File: config.mk
export PLATFORM = sky130hd
export DESIGN_NAME = tristate_bus_reader
export DESIGN_NICKNAME = d
export VERILOG_FILES = /design/src/rtl/tristate_bus_reader.sv
export SDC_FILE = /design/constraint.sdc
export NUM_CORES = 1
export LEC_CHECK = 0
export CORE_MARGIN = 3
export CORE_UTILIZATION = 45
export CTS_BUF_LIST = sky130_fd_sc_hd__clkbuf_4 sky130_fd_sc_hd__clkbuf_8 sky130_fd_sc_hd__clkbuf_16
export CTS_CLUSTER_DIAMETER = 50
export DETAILED_ROUTE_END_ITERATION = 8
export PLACE_DENSITY = 0.91
export SETUP_SLACK_MARGIN = 0.3
export SYNTH_ARGS = -nofsm -noshare
export SYNTH_HDL_FRONTEND = slang
export SYNTH_SLANG_ARGS = --single-unit
File: constraint.sdc
create_clock -name Clock -period 4.5 [get_ports Clock]
set_input_delay 0.9 -clock Clock [delete_from_list [all_inputs] [get_ports Clock]]
set_output_delay 0.9 -clock Clock [all_outputs]
set_load 0.02 [all_outputs]
File: src/rtl/tristate_bus_reader.sv
// Reader for a shared tri-state register bus: selects one source by index via
// its active-low chip select, waits a programmable number of Tick-qualified
// cycles for the bus to settle, samples the bus and returns the word through
// a valid/ready response handshake. Out-of-range indices answer immediately
// with an all-ones word and the error flag, without touching any chip select.
module tristate_bus_reader #(
  parameter int NrOfBits     = 8,
  parameter int NrOfSources  = 4,
  parameter int IndexBits    = 2,
  parameter int SettleCycles = 1
) (
  input  logic                   Clock,
  input  logic                   Reset,
  input  logic                   Tick,
  input  logic                   ReqValid,
  input  logic [IndexBits-1:0]   ReqIndex,
  output logic                   ReqReady,
  output logic [NrOfSources-1:0] CsN,
  input  logic [NrOfBits-1:0]    BusIn,
  output logic                   RspValid,
  output logic [NrOfBits-1:0]    RspData,
  output logic                   RspErr,
  input  logic                   RspReady
);

  // A settle time of zero would mean capturing before the source drives,
  // so it is promoted to one cycle.
  localparam int EffSettle = (SettleCycles < 1) ? 1 : SettleCycles;
  // The counter only ever reaches EffSettle-1, so clog2 bits never wrap.
  localparam int CntBits = (EffSettle > 1) ? $clog2(EffSettle) : 1;
  localparam logic [CntBits-1:0] CntLast = CntBits'(EffSettle - 1);

  typedef enum logic [1:0] {
    IDLE    = 2'd0,
    SELECT  = 2'd1,
    RESPOND = 2'd2
  } state_t;

  state_t                 state_q, state_d;
  logic [CntBits-1:0]     cnt_q, cnt_d;
  logic [NrOfSources-1:0] csn_q, csn_d;
  logic                   rsp_valid_q, rsp_valid_d;
  logic [NrOfBits-1:0]    rsp_data_q, rsp_data_d;
  logic                   rsp_err_q, rsp_err_d;

  logic                   index_ok;
  logic [NrOfSources-1:0] sel_csn;

  // Range check of the requested index and its one-cold chip-select pattern
  always_comb begin
    index_ok = (int'(ReqIndex) < NrOfSources);
    sel_csn  = '1;
    for (int i = 0; i < NrOfSources; i++) begin
      if (int'(ReqIndex) == i) begin
        sel_csn[i] = 1'b0;
      end
    end
  end

  // State and datapath registers; reset releases every chip select at once
  always_ff @(posedge Clock or negedge Reset) begin
    if (!Reset) begin
      state_q     <= IDLE;
      cnt_q       <= '0;
      csn_q       <= '1;
      rsp_valid_q <= 1'b0;
      rsp_data_q  <= '0;
      rsp_err_q   <= 1'b0;
    end else begin
      state_q     <= state_d;
      cnt_q       <= cnt_d;
      csn_q       <= csn_d;
      rsp_valid_q <= rsp_valid_d;
      rsp_data_q  <= rsp_data_d;
      rsp_err_q   <= rsp_err_d;
    end
  end

  // Next-state and datapath updates: accept, settle/capture, consume
  always_comb begin
    state_d     = state_q;
    cnt_d       = cnt_q;
    csn_d       = csn_q;
    rsp_valid_d = rsp_valid_q;
    rsp_data_d  = rsp_data_q;
    rsp_err_d   = rsp_err_q;

    case (state_q)
      IDLE: begin
        if (Tick && ReqValid) begin
          if (index_ok) begin
            state_d = SELECT;
            cnt_d   = '0;
            csn_d   = sel_csn;
          end else begin
            // Nothing to select: answer straight away with the error word.
            state_d     = RESPOND;
            rsp_data_d  = '1;
            rsp_err_d   = 1'b1;
            rsp_valid_d = 1'b1;
          end
        end
      end

      SELECT: begin
        if (Tick) begin
          if (cnt_q == CntLast) begin
            state_d     = RESPOND;
            rsp_data_d  = BusIn;
            rsp_err_d   = 1'b0;
            rsp_valid_d = 1'b1;
            csn_d       = '1;
          end else begin
            cnt_d = cnt_q + 1'b1;
          end
        end
      end

      RESPOND: begin
        // Consumption is not gated by Tick so a fast consumer is never stalled.
        if (RspReady) begin
          state_d     = IDLE;
          rsp_valid_d = 1'b0;
        end
      end

      default: begin
        state_d = IDLE;
        csn_d   = '1;
      end
    endcase
  end

  // Outputs: ready is purely a function of state, the rest come from flops
  always_comb begin
    ReqReady = (state_q == IDLE);
    CsN      = csn_q;
    RspValid = rsp_valid_q;
    RspData  = rsp_data_q;
    RspErr   = rsp_err_q;
  end

endmodule

# After elaboration in Yosys (flattened, before gate mapping)
# Index checks and enable logic that the tools add are counted.
[totals]
register_bits = 16
output_inout_bits = 15
word_cells = 48
[op_classes]
add_sub_neg = 1
eq_ne = 9
mux = 21
bitwise = 2
reduce_logical = 10
[ops]
columns = ["op", "count"]
rows = [
  ["$mux 4", 3],
  ["$pmux 4 s3", 1],
  ["$reduce_and 4->1", 3],
  ["$mux 1", 10],
  ["$mux 2", 4],
  ["$eq 2x2->1 const B", 3],
  ["$ne 2x2->1 const B", 3],
  ["$pmux 2 s3", 1],
  ["$reduce_and 3->1", 2],
  ["$eq 2x1->1 const B", 2],
  ["$logic_not 2->1", 2],
  ["$pmux 1 s2", 2],
  ["$reduce_bool 2->1", 2],
  ["$ne 2x1->1 const B", 1],
  ["$not 1->1", 2],
  ["$add 1x1->1 const B", 1],
  ["$logic_and 1x1->1", 1],
]

# Logic depth before layout (Yosys ltp)
[depth]
word_depth = 4
depth_mapped = 5
mapped_depth_nobuf = 5

# Least setup slack after synthesis
# Ideal clock, no wire load.
[synth_timing]
path_type = "register to output"
start = "register state_q[0]"
end = "output ReqReady"
arrival_ns = 0.870
slack_ns = 2.730
stages_incl_launch_ff = 3
cell_sequence = "dfrtp_1 inv_1 ha_1"
[synth_between]
elab_chain_cells = 1
[synth_lines]
columns = ["item", "line", "source"]
rows = [
  ["start, declared", "39", "state_t state_q, state_d;"],
  ["start signal, assigned", "70", "state_q <= state_d;"],
  ["$logic_not 2->1", "136", "ReqReady = (state_q == IDLE);"],
  ["end, declared", "17", "output logic ReqReady,"],
]
# No other way between the ends.

# Worst setup path after layout
# Same ends and word-level chain as after synthesis.

==> impl_metrics.env <==
export IMPL_clock_latency_ns=0.27
export IMPL_slew_viol_final=0
export IMPL_via_count_of_the_first_global_routing_pass=499
export IMPL_drt_wirelength_per_cell_um=12.6
export IMPL_routed_length_on_met2_um=609
export IMPL_outcome="finished, final reports clean"
export IMPL_timing_rr_start="state_q[0]$_DFFE_PN0P_"
export IMPL_final_setup_tns_ns=0
export IMPL_globalplace_congestion=0.710
export IMPL_holdWs_ns=0.510
export IMPL_warnings_synthesis=0
export IMPL_share_of_synthesized_area_occupied_by_flip_flops_and_latches=0.502
export IMPL_p_leak_nw=0.458
export IMPL_post_route_period_util=0.594
export IMPL_viasPerCell=5.11
export IMPL_setup_viol=0
export IMPL_initial_utilization=0.491
export IMPL_timing_worst_slew_pin_value_ns=0.642
export IMPL_worstPathBufferInverterCount=2
export IMPL_avgSynthCellArea_um2=13.8
export IMPL_synthCells=55
export IMPL_routed_via_count=521
export IMPL_fmax_ghz=0.374
export IMPL_maximum_number_of_pins_on_one_net_before_global_route_repair=16
export IMPL_finish_net_count=108
export IMPL_ff_latch_area_um2=380
export IMPL_cts_max_level=1
export IMPL_timing_reg2reg_setup_slack_ns=2.84
export IMPL_cp_top_family="buffers and inverters"
export IMPL_cts_sink_count=15
export IMPL_initial_drc_count=3
export IMPL_floorplan_die_width_um=47.0
export IMPL_power_density_cell_area_mw_per_mm2=680
export IMPL_endpoint_kind="output pin"
export IMPL_synth_area_um2=757
export IMPL_rsz0062_at_grt="false"
export IMPL_max_stage_delay_ns=0.65
export IMPL_detailedRoute_firstPassIterationCount=4
export IMPL_timing_max_cap_violations=0
export IMPL_required_time_at_the_worst_slack_endpoint_ns=3.60
export IMPL_synthDistinctLibCells=18
export IMPL_top_layer_used="met4"
export IMPL_ctsRootBufferMaster="sky130_fd_sc_hd__clkbuf_4"
export IMPL_cpMaxStageDelayCell="sky130_fd_sc_hd__clkdlybuf4s50_1"
export IMPL_timing_slew_headroom=0.571
export IMPL_clk_pin_slew_ns=0.09
export IMPL_routedLengthMet1_um=506
export IMPL_cts_hold_buf=0
export IMPL_destination_of_the_worst_register_to_register_timing_path="CsN[0]$_DFFE_PN1P_"
export IMPL_portBuffers=28
export IMPL_grt_util_all_layers=0.135
export IMPL_cp_cell_sequence="inv_1, ha_1, clkdlybuf4s50_1"
export IMPL_hold_depth=1
export IMPL_multiInputGateArea_um2=354
export IMPL_cp_arrival_ns=1.77
export IMPL_worst_path_stages=3
export IMPL_post_route_cells_drive_above_1_share=0.244
export IMPL_areaGrowthSynthToFinish_pct=42.6
export IMPL_tritoncts="built"
export IMPL_floorplan_rows=14
export IMPL_timing_final_hold_violations=0
export IMPL_drtAntennaViolNets=0
export IMPL_total_cts_buffers=3
export IMPL_crit_path_max_fanout=8
export IMPL_grt_antenna_before_repair=0
export IMPL_hold_path_class="reg -> reg"
export IMPL_ys_seq_elements=15
export IMPL_grt_pass1_wl_um=2090
export IMPL_cts_resized=0
export IMPL_synthesis_nets=76
export IMPL_setup_worst_path_start_class="register"
export IMPL_die_h_um=47.0
export IMPL_postCtsSetupBuffers=0
export IMPL_core_region_area_mm2=0.00154
export IMPL_fin_crit_ns=2.67
export IMPL_route_detailed_drc=0
export IMPL_startpoint="state_q[0]$_DFFE_PN0P_"
export IMPL_critical_path_endpoint="ReqReady"
export IMPL_total_grt_overflow=0
export IMPL_met3_wirelength_from_detailed_routing_um=159
export IMPL_clock_path_buffers=2
export IMPL_routed_wl_um=1280
export IMPL_die_area_mm2=0.00221
export IMPL_clock_skew_final_ns=0.00407
export IMPL_fill_cells=116
export IMPL_critical_path_class="reg -> out"
export IMPL_number_of_cells_on_the_worst_reg_to_reg_path=5
export IMPL_num_io_pins=30
export IMPL_vdd_ir_drop_worst_uv=369
export IMPL_ant_diodes=0
## synth_stat cells, drive strengths merged
| cell | count | area, um2 |
|---|---|---|
| o21bai | 1 | 7.51 |
| a32oi | 1 | 27.5 |
| dfstp | 4 | 105 |
| or3b | 1 | 8.76 |
| buf | 1 | 7.51 |
| inv | 4 | 15.0 |
| nand2 | 1 | 3.75 |
| ha | 6 | 75.1 |
| dfrtp | 11 | 275 |
| nor2 | 1 | 3.75 |
| mux2 | 14 | 158 |
| nand3b | 2 | 15.0 |
| nand2b | 3 | 26.3 |
| conb | 1 | 3.75 |
| nand3 | 3 | 15.0 |
| mux2i | 1 | 10.0 |
## state kept, by name, summed over array words and instances, names as in the netlist
signal,count
RspValid,1
state_q,2
CsN,4
RspData,8
## worst min-delay path by stage
| stage | start | end | slack (ns) |
|---|---|---|---|
| 6_report | RspData[2]$_DFFE_PN0P_ | RspData[2]$_DFFE_PN0P_ | 0.51 |
| 3_3_place_gp | RspData[1]$_DFFE_PN0P_ | RspData[1]$_DFFE_PN0P_ | 0.49 |
| 3_5_place_dp | RspData[2]$_DFFE_PN0P_ | RspData[2]$_DFFE_PN0P_ | 0.49 |
| 2_1_floorplan | state_q[1]$_DFFE_PN0P_ | state_q[1]$_DFFE_PN0P_ | 0.53 |
| 5_1_grt | RspData[2]$_DFFE_PN0P_ | RspData[2]$_DFFE_PN0P_ | 0.52 |
| 4_1_cts | RspData[2]$_DFFE_PN0P_ | RspData[2]$_DFFE_PN0P_ | 0.51 |
## layout make-up
class                   instances  area share
repair buffers                 28       0.260
well taps                      16      0.0185
flip-flops and latches         15       0.352
inverters                       4      0.0139
clock buffers                   4      0.0278
multi-input cells              35       0.328
## worst reg2reg max path, cell delays in order, from the launching register on
cell	delay [ns]
sky130_fd_sc_hd__dfrtp_1	0.42
sky130_fd_sc_hd__inv_1	0.14
sky130_fd_sc_hd__ha_1	0.31
sky130_fd_sc_hd__nor2_1	0.11
sky130_fd_sc_hd__a32oi_4	0.26
sky130_fd_sc_hd__mux2_2	0.37
## per-layer routing
layer	vias to the layer above	track usage
li1	249	-
met1	247	0.163
met2	23	0.214
met3	2	0.0575
met4	0	0.0497
met5	-	0
## stage by stage
stage	cells	instance area [um2]	util	power, mW	setup slack (ns)
floorplan	55	757	-	0.496	2.73
global placement	98	1050	0.681	0.653	2.17
detailed placement	98	1050	0.681	0.664	2.11
CTS	102	1080	0.700	0.745	1.81
global route	102	1080	0.700	0.789	1.71
finish	102	1080	0.700	0.735	1.83
## power by group
part	internal (mW)	switching [mW]	total, mW
combinational	0.217	0.197	0.414
clock	0.0403	0.0386	0.0789
sequential	0.208	0.0332	0.242
## layout by cell type, fill, tap and decap left out
cell type | Yosys | routed
sky130_fd_sc_hd__a32oi_4 | 1 | 1
sky130_fd_sc_hd__clkbuf_4 | 0 | 4
sky130_fd_sc_hd__clkdlybuf4s50_1 | 0 | 28
sky130_fd_sc_hd__conb_1 | 1 | 1
sky130_fd_sc_hd__dfrtp_1 | 11 | 11
sky130_fd_sc_hd__dfstp_2 | 4 | 4
sky130_fd_sc_hd__ha_1 | 6 | 6
sky130_fd_sc_hd__inv_1 | 4 | 4
sky130_fd_sc_hd__mux2_1 | 3 | 3
sky130_fd_sc_hd__mux2_2 | 11 | 11
sky130_fd_sc_hd__mux2i_1 | 1 | 1
sky130_fd_sc_hd__nand2_1 | 1 | 1
sky130_fd_sc_hd__nand2b_1 | 2 | 2
sky130_fd_sc_hd__nand2b_4 | 1 | 1
sky130_fd_sc_hd__nand3_1 | 3 | 3
sky130_fd_sc_hd__nand3b_1 | 2 | 2
sky130_fd_sc_hd__nor2_1 | 1 | 1
sky130_fd_sc_hd__o21bai_1 | 1 | 1
sky130_fd_sc_hd__or3b_1 | 1 | 1
## cell families after synthesis
| logic type | Yosys count | synth area share |
|---|---|---|
| mux | 15 | 0.221 |
| compound gates | 2 | 0.0463 |
| fa+ha+maj | 6 | 0.0992 |
| simple gates | 11 | 0.0958 |
| buf+inv | 5 | 0.0297 |
| flops | 15 | 0.502 |
| other cells | 1 | 0.00495 |
(Power assumes the default switching activity.)
